### config.mk
export PLATFORM = sky130hd
export DESIGN_NAME = muldiv_unit
export DESIGN_NICKNAME = d
export VERILOG_FILES = /design/src/rtl/muldiv_unit.sv
export SDC_FILE = /design/constraint.sdc
export NUM_CORES = 1
export LEC_CHECK = 0
export BUFFER_PORTS_ARGS = -buffer_cell sky130_fd_sc_hd__buf_2
export CAP_MARGIN = 20
export CELL_PAD_IN_SITES_DETAIL_PLACEMENT = 1
export CELL_PAD_IN_SITES_GLOBAL_PLACEMENT = 1
export CORE_MARGIN = 5
export CORE_UTILIZATION = 30
export DETAILED_ROUTE_END_ITERATION = 7
export PLACE_DENSITY = 0.58
export SLEW_MARGIN = 20
export SYNTH_ARGS = -nofsm -noshare
export SYNTH_HDL_FRONTEND = slang
export SYNTH_SLANG_ARGS = --single-unit
### constraint.sdc
create_clock -name clk -period 3.9 [get_ports clk]
set_clock_uncertainty 0.1 [all_clocks]
set_input_delay 0.39 -clock clk [delete_from_list [all_inputs] [get_ports clk]]
set_output_delay 0.39 -clock clk [all_outputs]
set_load 0.01 [all_outputs]
### src/rtl/muldiv_unit.sv
// Iterative MIPS multiply/divide unit: shift-add multiply and restoring divide,
// one bit per cycle, with HI/LO result registers writable through MTHI/MTLO.
module muldiv_unit #(
  parameter int WIDTH = 32
) (
  input  logic             clk,
  input  logic             reset_n,
  input  logic             start,
  input  logic [1:0]       op,
  input  logic [WIDTH-1:0] a,
  input  logic [WIDTH-1:0] b,
  input  logic             wr_hi,
  input  logic             wr_lo,
  input  logic [WIDTH-1:0] wdata,
  output logic             busy,
  output logic             done,
  output logic             div_by_zero,
  output logic [WIDTH-1:0] hi,
  output logic [WIDTH-1:0] lo
);

  localparam int CW = $clog2(WIDTH + 1);

  typedef enum logic {S_IDLE, S_RUN} state_t;

  state_t           state_q, state_d;
  logic [CW-1:0]    cnt_q, cnt_d;
  logic             is_div_q, is_div_d;
  logic             neg_a_q, neg_a_d;
  logic             neg_b_q, neg_b_d;
  logic [WIDTH-1:0] a_q, a_d;
  logic [WIDTH-1:0] opnd_q, opnd_d;
  logic [WIDTH-1:0] acc_q, acc_d;
  logic [WIDTH-1:0] shr_q, shr_d;
  logic             busy_q, busy_d;
  logic             done_q, done_d;
  logic             dbz_q, dbz_d;
  logic [WIDTH-1:0] hi_q, hi_d;
  logic [WIDTH-1:0] lo_q, lo_d;

  logic             a_neg, b_neg;
  logic [WIDTH-1:0] a_mag, b_mag;
  logic [WIDTH:0]   mult_sum;
  logic [WIDTH:0]   div_shift;
  logic [WIDTH:0]   div_diff;
  logic             div_ok;
  logic [2*WIDTH-1:0] prod_raw, prod_fix;
  logic             by_zero;

  always_comb begin
    a_neg = op[0] & a[WIDTH-1];
    b_neg = op[0] & b[WIDTH-1];
    a_mag = a_neg ? -a : a;
    b_mag = b_neg ? -b : b;

    // Multiply: acc:shr holds the running product, shr low bit is the next multiplier bit.
    mult_sum = {1'b0, acc_q} + (shr_q[0] ? {1'b0, opnd_q} : '0);

    // Divide: acc is the partial remainder, shr shifts dividend bits out and quotient bits in.
    div_shift = {acc_q, shr_q[WIDTH-1]};
    div_diff  = div_shift - {1'b0, opnd_q};
    div_ok    = ~div_diff[WIDTH];

    prod_raw = {acc_q, shr_q};
    prod_fix = (neg_a_q ^ neg_b_q) ? -prod_raw : prod_raw;
    by_zero  = is_div_q && (opnd_q == '0);
  end

  always_comb begin
    state_d  = state_q;
    cnt_d    = cnt_q;
    is_div_d = is_div_q;
    neg_a_d  = neg_a_q;
    neg_b_d  = neg_b_q;
    a_d      = a_q;
    opnd_d   = opnd_q;
    acc_d    = acc_q;
    shr_d    = shr_q;
    busy_d   = busy_q;
    done_d   = 1'b0;
    dbz_d    = 1'b0;
    hi_d     = hi_q;
    lo_d     = lo_q;

    case (state_q)
      S_IDLE: begin
        if (wr_hi) hi_d = wdata;
        if (wr_lo) lo_d = wdata;
        if (start) begin
          state_d  = S_RUN;
          busy_d   = 1'b1;
          cnt_d    = '0;
          is_div_d = op[1];
          neg_a_d  = a_neg;
          neg_b_d  = b_neg;
          a_d      = a;
          acc_d    = '0;
          opnd_d   = op[1] ? b_mag : a_mag;
          shr_d    = op[1] ? a_mag : b_mag;
        end
      end
      S_RUN: begin
        if (cnt_q == CW'(WIDTH)) begin
          state_d = S_IDLE;
          busy_d  = 1'b0;
          done_d  = 1'b1;
          dbz_d   = by_zero;
          if (by_zero) begin
            hi_d = a_q;
            lo_d = '1;
          end else if (is_div_q) begin
            lo_d = (neg_a_q ^ neg_b_q) ? -shr_q : shr_q;
            hi_d = neg_a_q ? -acc_q : acc_q;
          end else begin
            {hi_d, lo_d} = prod_fix;
          end
        end else begin
          cnt_d = cnt_q + 1'b1;
          if (is_div_q) begin
            acc_d = div_ok ? div_diff[WIDTH-1:0] : div_shift[WIDTH-1:0];
            shr_d = {shr_q[WIDTH-2:0], div_ok};
          end else begin
            acc_d = mult_sum[WIDTH:1];
            shr_d = {mult_sum[0], shr_q[WIDTH-1:1]};
          end
        end
      end
      default: state_d = S_IDLE;
    endcase
  end

  always_ff @(posedge clk or negedge reset_n) begin
    if (!reset_n) begin
      state_q  <= S_IDLE;
      cnt_q    <= '0;
      is_div_q <= 1'b0;
      neg_a_q  <= 1'b0;
      neg_b_q  <= 1'b0;
      a_q      <= '0;
      opnd_q   <= '0;
      acc_q    <= '0;
      shr_q    <= '0;
      busy_q   <= 1'b0;
      done_q   <= 1'b0;
      dbz_q    <= 1'b0;
      hi_q     <= '0;
      lo_q     <= '0;
    end else begin
      state_q  <= state_d;
      cnt_q    <= cnt_d;
      is_div_q <= is_div_d;
      neg_a_q  <= neg_a_d;
      neg_b_q  <= neg_b_d;
      a_q      <= a_d;
      opnd_q   <= opnd_d;
      acc_q    <= acc_d;
      shr_q    <= shr_d;
      busy_q   <= busy_d;
      done_q   <= done_d;
      dbz_q    <= dbz_d;
      hi_q     <= hi_d;
      lo_q     <= lo_d;
    end
  end

  assign busy        = busy_q;
  assign done        = done_q;
  assign div_by_zero = dbz_q;
  assign hi          = hi_q;
  assign lo          = lo_q;

endmodule

==> summary.md <==
| Metric | Value |
|---|---|
| R2R depth | `10` |
| Internal | `10.7 mW` |
| Crit. End Element | `flip-flop` |
| H-Tree Depth | `1` |
| Die area | `60,600 um2` |
| Routed len/inst | `25.6 um` |
| Yosys reg bits | `205` |
| CTS clk-pin slew, worst paths | `0.06 ns` |
| Largest family of logic cells by synthesized area | `compound AO/OA/AOI/OAI gates` |
| Total iterations of the first detailed-routing run | `5` |
| Net Sw Frac | `51.8%` |
| Max clock buf depth | `3` |
| Layout fillers | `6,749` |
| PD cells | `1100 nW/um2` |
| PortBufs | `169` |
| GRT overflow | `0` |
| Fin crit period | `3.87 ns` |
| Setup TNS | `0 ns` |
| Core area | `55,200 um2` |
| Vias | `17,700` |
| I/O pin total | `170` |
| Post-CTS setup buffers | `0` |
| Fin. Hold Viols | `0` |
| Initial DRC Count | `1,296` |
| Rel. slew slack | `25.7%` |
| Sequential area share after synthesis | `30.7%` |
| Period utilisation layout | `99.1%` |
| Initial antenna violation count | `2` |
| # DRC | `0` |
| RSZ-0062 raised after global routing | `no` |
| Routed wire length | `81,100 um` |
| Root Buffer | `clkbuf_16` |
| CTS tree | `yes` |
| IR drop worst, VDD | `0.517 mV` |
| Final HPWL DP | `65,000 um` |
| Crit Path Class | `flip-flop to flip-flop` |
| Dpl cells | `3,101` |
| Most frequent cells in the layout | `279 x nand2_1, 218 x a21oi_1, 216 x nor2_1` |
| Final non-filler cell total | `3,167` |
| Mapped Cells | `2,172` |
| Dominant cells by area after synthesis | `dfrtp_1 31%, a21oi_1 6.6%, nand2_1 6.3%` |
| Sequential Power Share | `19.6%` |
| First-pass GRT wire length | `120,000 um` |
| GPL Wtd Cong | `0.939` |
| Placed Area | `19,100 um2` |
| Worst setup SP type | `flip-flop` |
| Worst hold path type | `input pin to flip-flop` |
| Die Wd | `246 um` |
| Design Power | `22.2 mW` |
| Standard-cell rows | `86` |
| Net switching power | `11.5 mW` |
| Post-Synth Adder-Cell Area | `5.48%` |
| Cell area after layout | `20,300 um2` |
| Worst hold slack | `0.0331 ns` |
| Antenna viol nets, final | `0` |
| Final Util | `36.7%` |
| Clock Latency Late Sink | `0.57 ns` |
| Final WS setup | `0.0335 ns` |
| Synth Area in Simple Gates | `20.7%` |
| Static leakage | `9.12 nW` |
| Peak Freq | `259 MHz` |
| EDFF count, synth | `0` |
| Yosys top cell by area | `dfrtp_1` |
| R2R setup slack | `0.03 ns` |
| Place WS | `0.176 ns` |
| Max-cap violations | `0` |
| Ys async rst share | `100%` |
| Worst-Margin Slew | `1.10 ns` |
| Largest net degree at the start of global routing | `102` |
| Clock power share | `12.3%` |
| Commonest non-fill, non-tap cell in the layout | `nand2_1` |
| Combinational cell fraction of total power | `68.1%` |
| Mapped cell area | `16,700 um2` |
| YS warnings | `0` |
| Synth Area in Compound Gates | `25.1%` |
| Slew Viols, Final | `0` |
| Clock sinks | `205` |
| Critical path fanouts, max | `5` |
| Mux share of post-synthesis cell area | `4.09%` |
| Vias in the first global route | `18,000` |
| Avg Inst Size Synth | `7.70 um2` |
| Nets@finish | `2,571` |
| Initial Util | `30.3%` |
| Vert. Die Dim | `246 um` |
| Setup violations, final | `0` |
| Layout cells sized above 1 | `17.2%` |
| Post-synth cell types | `72` |
| Main synth FF type | `dfrtp_1` |
| CP Data Required Time | `4.23 ns` |
| Crit path DAT | `4.20 ns` |
| Top cell type's share of synthesized area | `30.7%` |
| Vias per inst | `5.57` |
| TritonCTS buffer count | `28` |
| XOR/XNOR Fraction of Synth Area | `9.01%` |
| Area Growth Syn to Fin | `21.1%` |
| Syn Nets | `2,347` |
| Run status | `finished clean` |
| Cells on Worst Hold Path | `3` |
| Total GRT Usage | `25.9%` |
-- synthesized netlist by cell type (all sizes together), types with 45 or more instances --
cell type,number
nand2,280
a21oi,219
nor2,217
dfrtp,205
o21ai,190
clkbuf,105
xnor2,94
xor2,78
nor3,73
inv,72
ha,70
mux2i,48
a21o,45
-- timing repair --
action | in CTS | in global routing
hold endpoints to repair | 107 | 0
setup endpoints to repair | 0 | 1
gates resized for setup | 0 | 1
hold buffers | 13 | 0
-- metal layers --
layer,vias up,global-route usage [%],wire length (um)
met5,-,0,0
met4,0,8.75,3270
met3,108,4.93,5100
met2,496,38.3,34200
met1,8793,37.8,38500
li1,8255,-,-
-- final cells by class --
cell class	count	area (um2)	area share [%]
multi-input cells	1759	10800	53.4
flip-flops and latches	205	5130	25.4
repair buffers	327	2100	10.4
well taps	748	936	4.62
clock buffers	37	816	4.03
inverters	75	282	1.39
clock inverters	14	159	0.784
diodes	2	5.00	0.0247
-- worst paths after layout --
check                           from  endpoint
max                        shr_q[28]    hi[20]
min                            a[17]   a_q[17]
max reg2reg                shr_q[28]    hi[20]
min reg2reg                   lo[13]    lo[13]
max in group asynchronous    reset_n   a_q[24]
min in group asynchronous    reset_n     hi[6]
-- critical path, stage by stage (launching register included) --
cell and delay, ns:
dfrtp_1 0.51, nor4_1 0.98, nand4b_1 0.26, buf_4 0.23, or4_1 0.56, nand2_1 0.11, o21ai_0 0.10, xnor2_1 0.30
nor2_1 0.07, a211oi_1 0.39, nor3_1 0.11
-- power by group through the flow --
stage	clock [mW]	combinational [mW]	sequential, mW
finish	2.73	15.1	4.36
global route	2.88	16.4	4.48
CTS	2.80	15.0	4.33
detailed placement	0	14.9	4.36
global placement	0	14.7	4.32
floorplan	0	8.57	4.06
-- registers in the layout, summed over array words and instances (netlist names) --
signal,cells
a_q,32
acc_q,32
hi,32
lo,32
opnd_q,32
shr_q,32
cnt_q,6
busy,1
div_by_zero,1
done,1
is_div_q,1
neg_a_q,1
neg_b_q,1
state_q,1
-- cell families after synthesis --
logic type,count (synthesis)
multiplexers,66
buffers and inverters,208
AO/OA/AOI/OAI,692
flip-flops,205
XOR/XNOR,172
AND/OR/NAND/NOR,757
adder cells (fa/ha/maj),72
(Power assumes the default switching activity.)
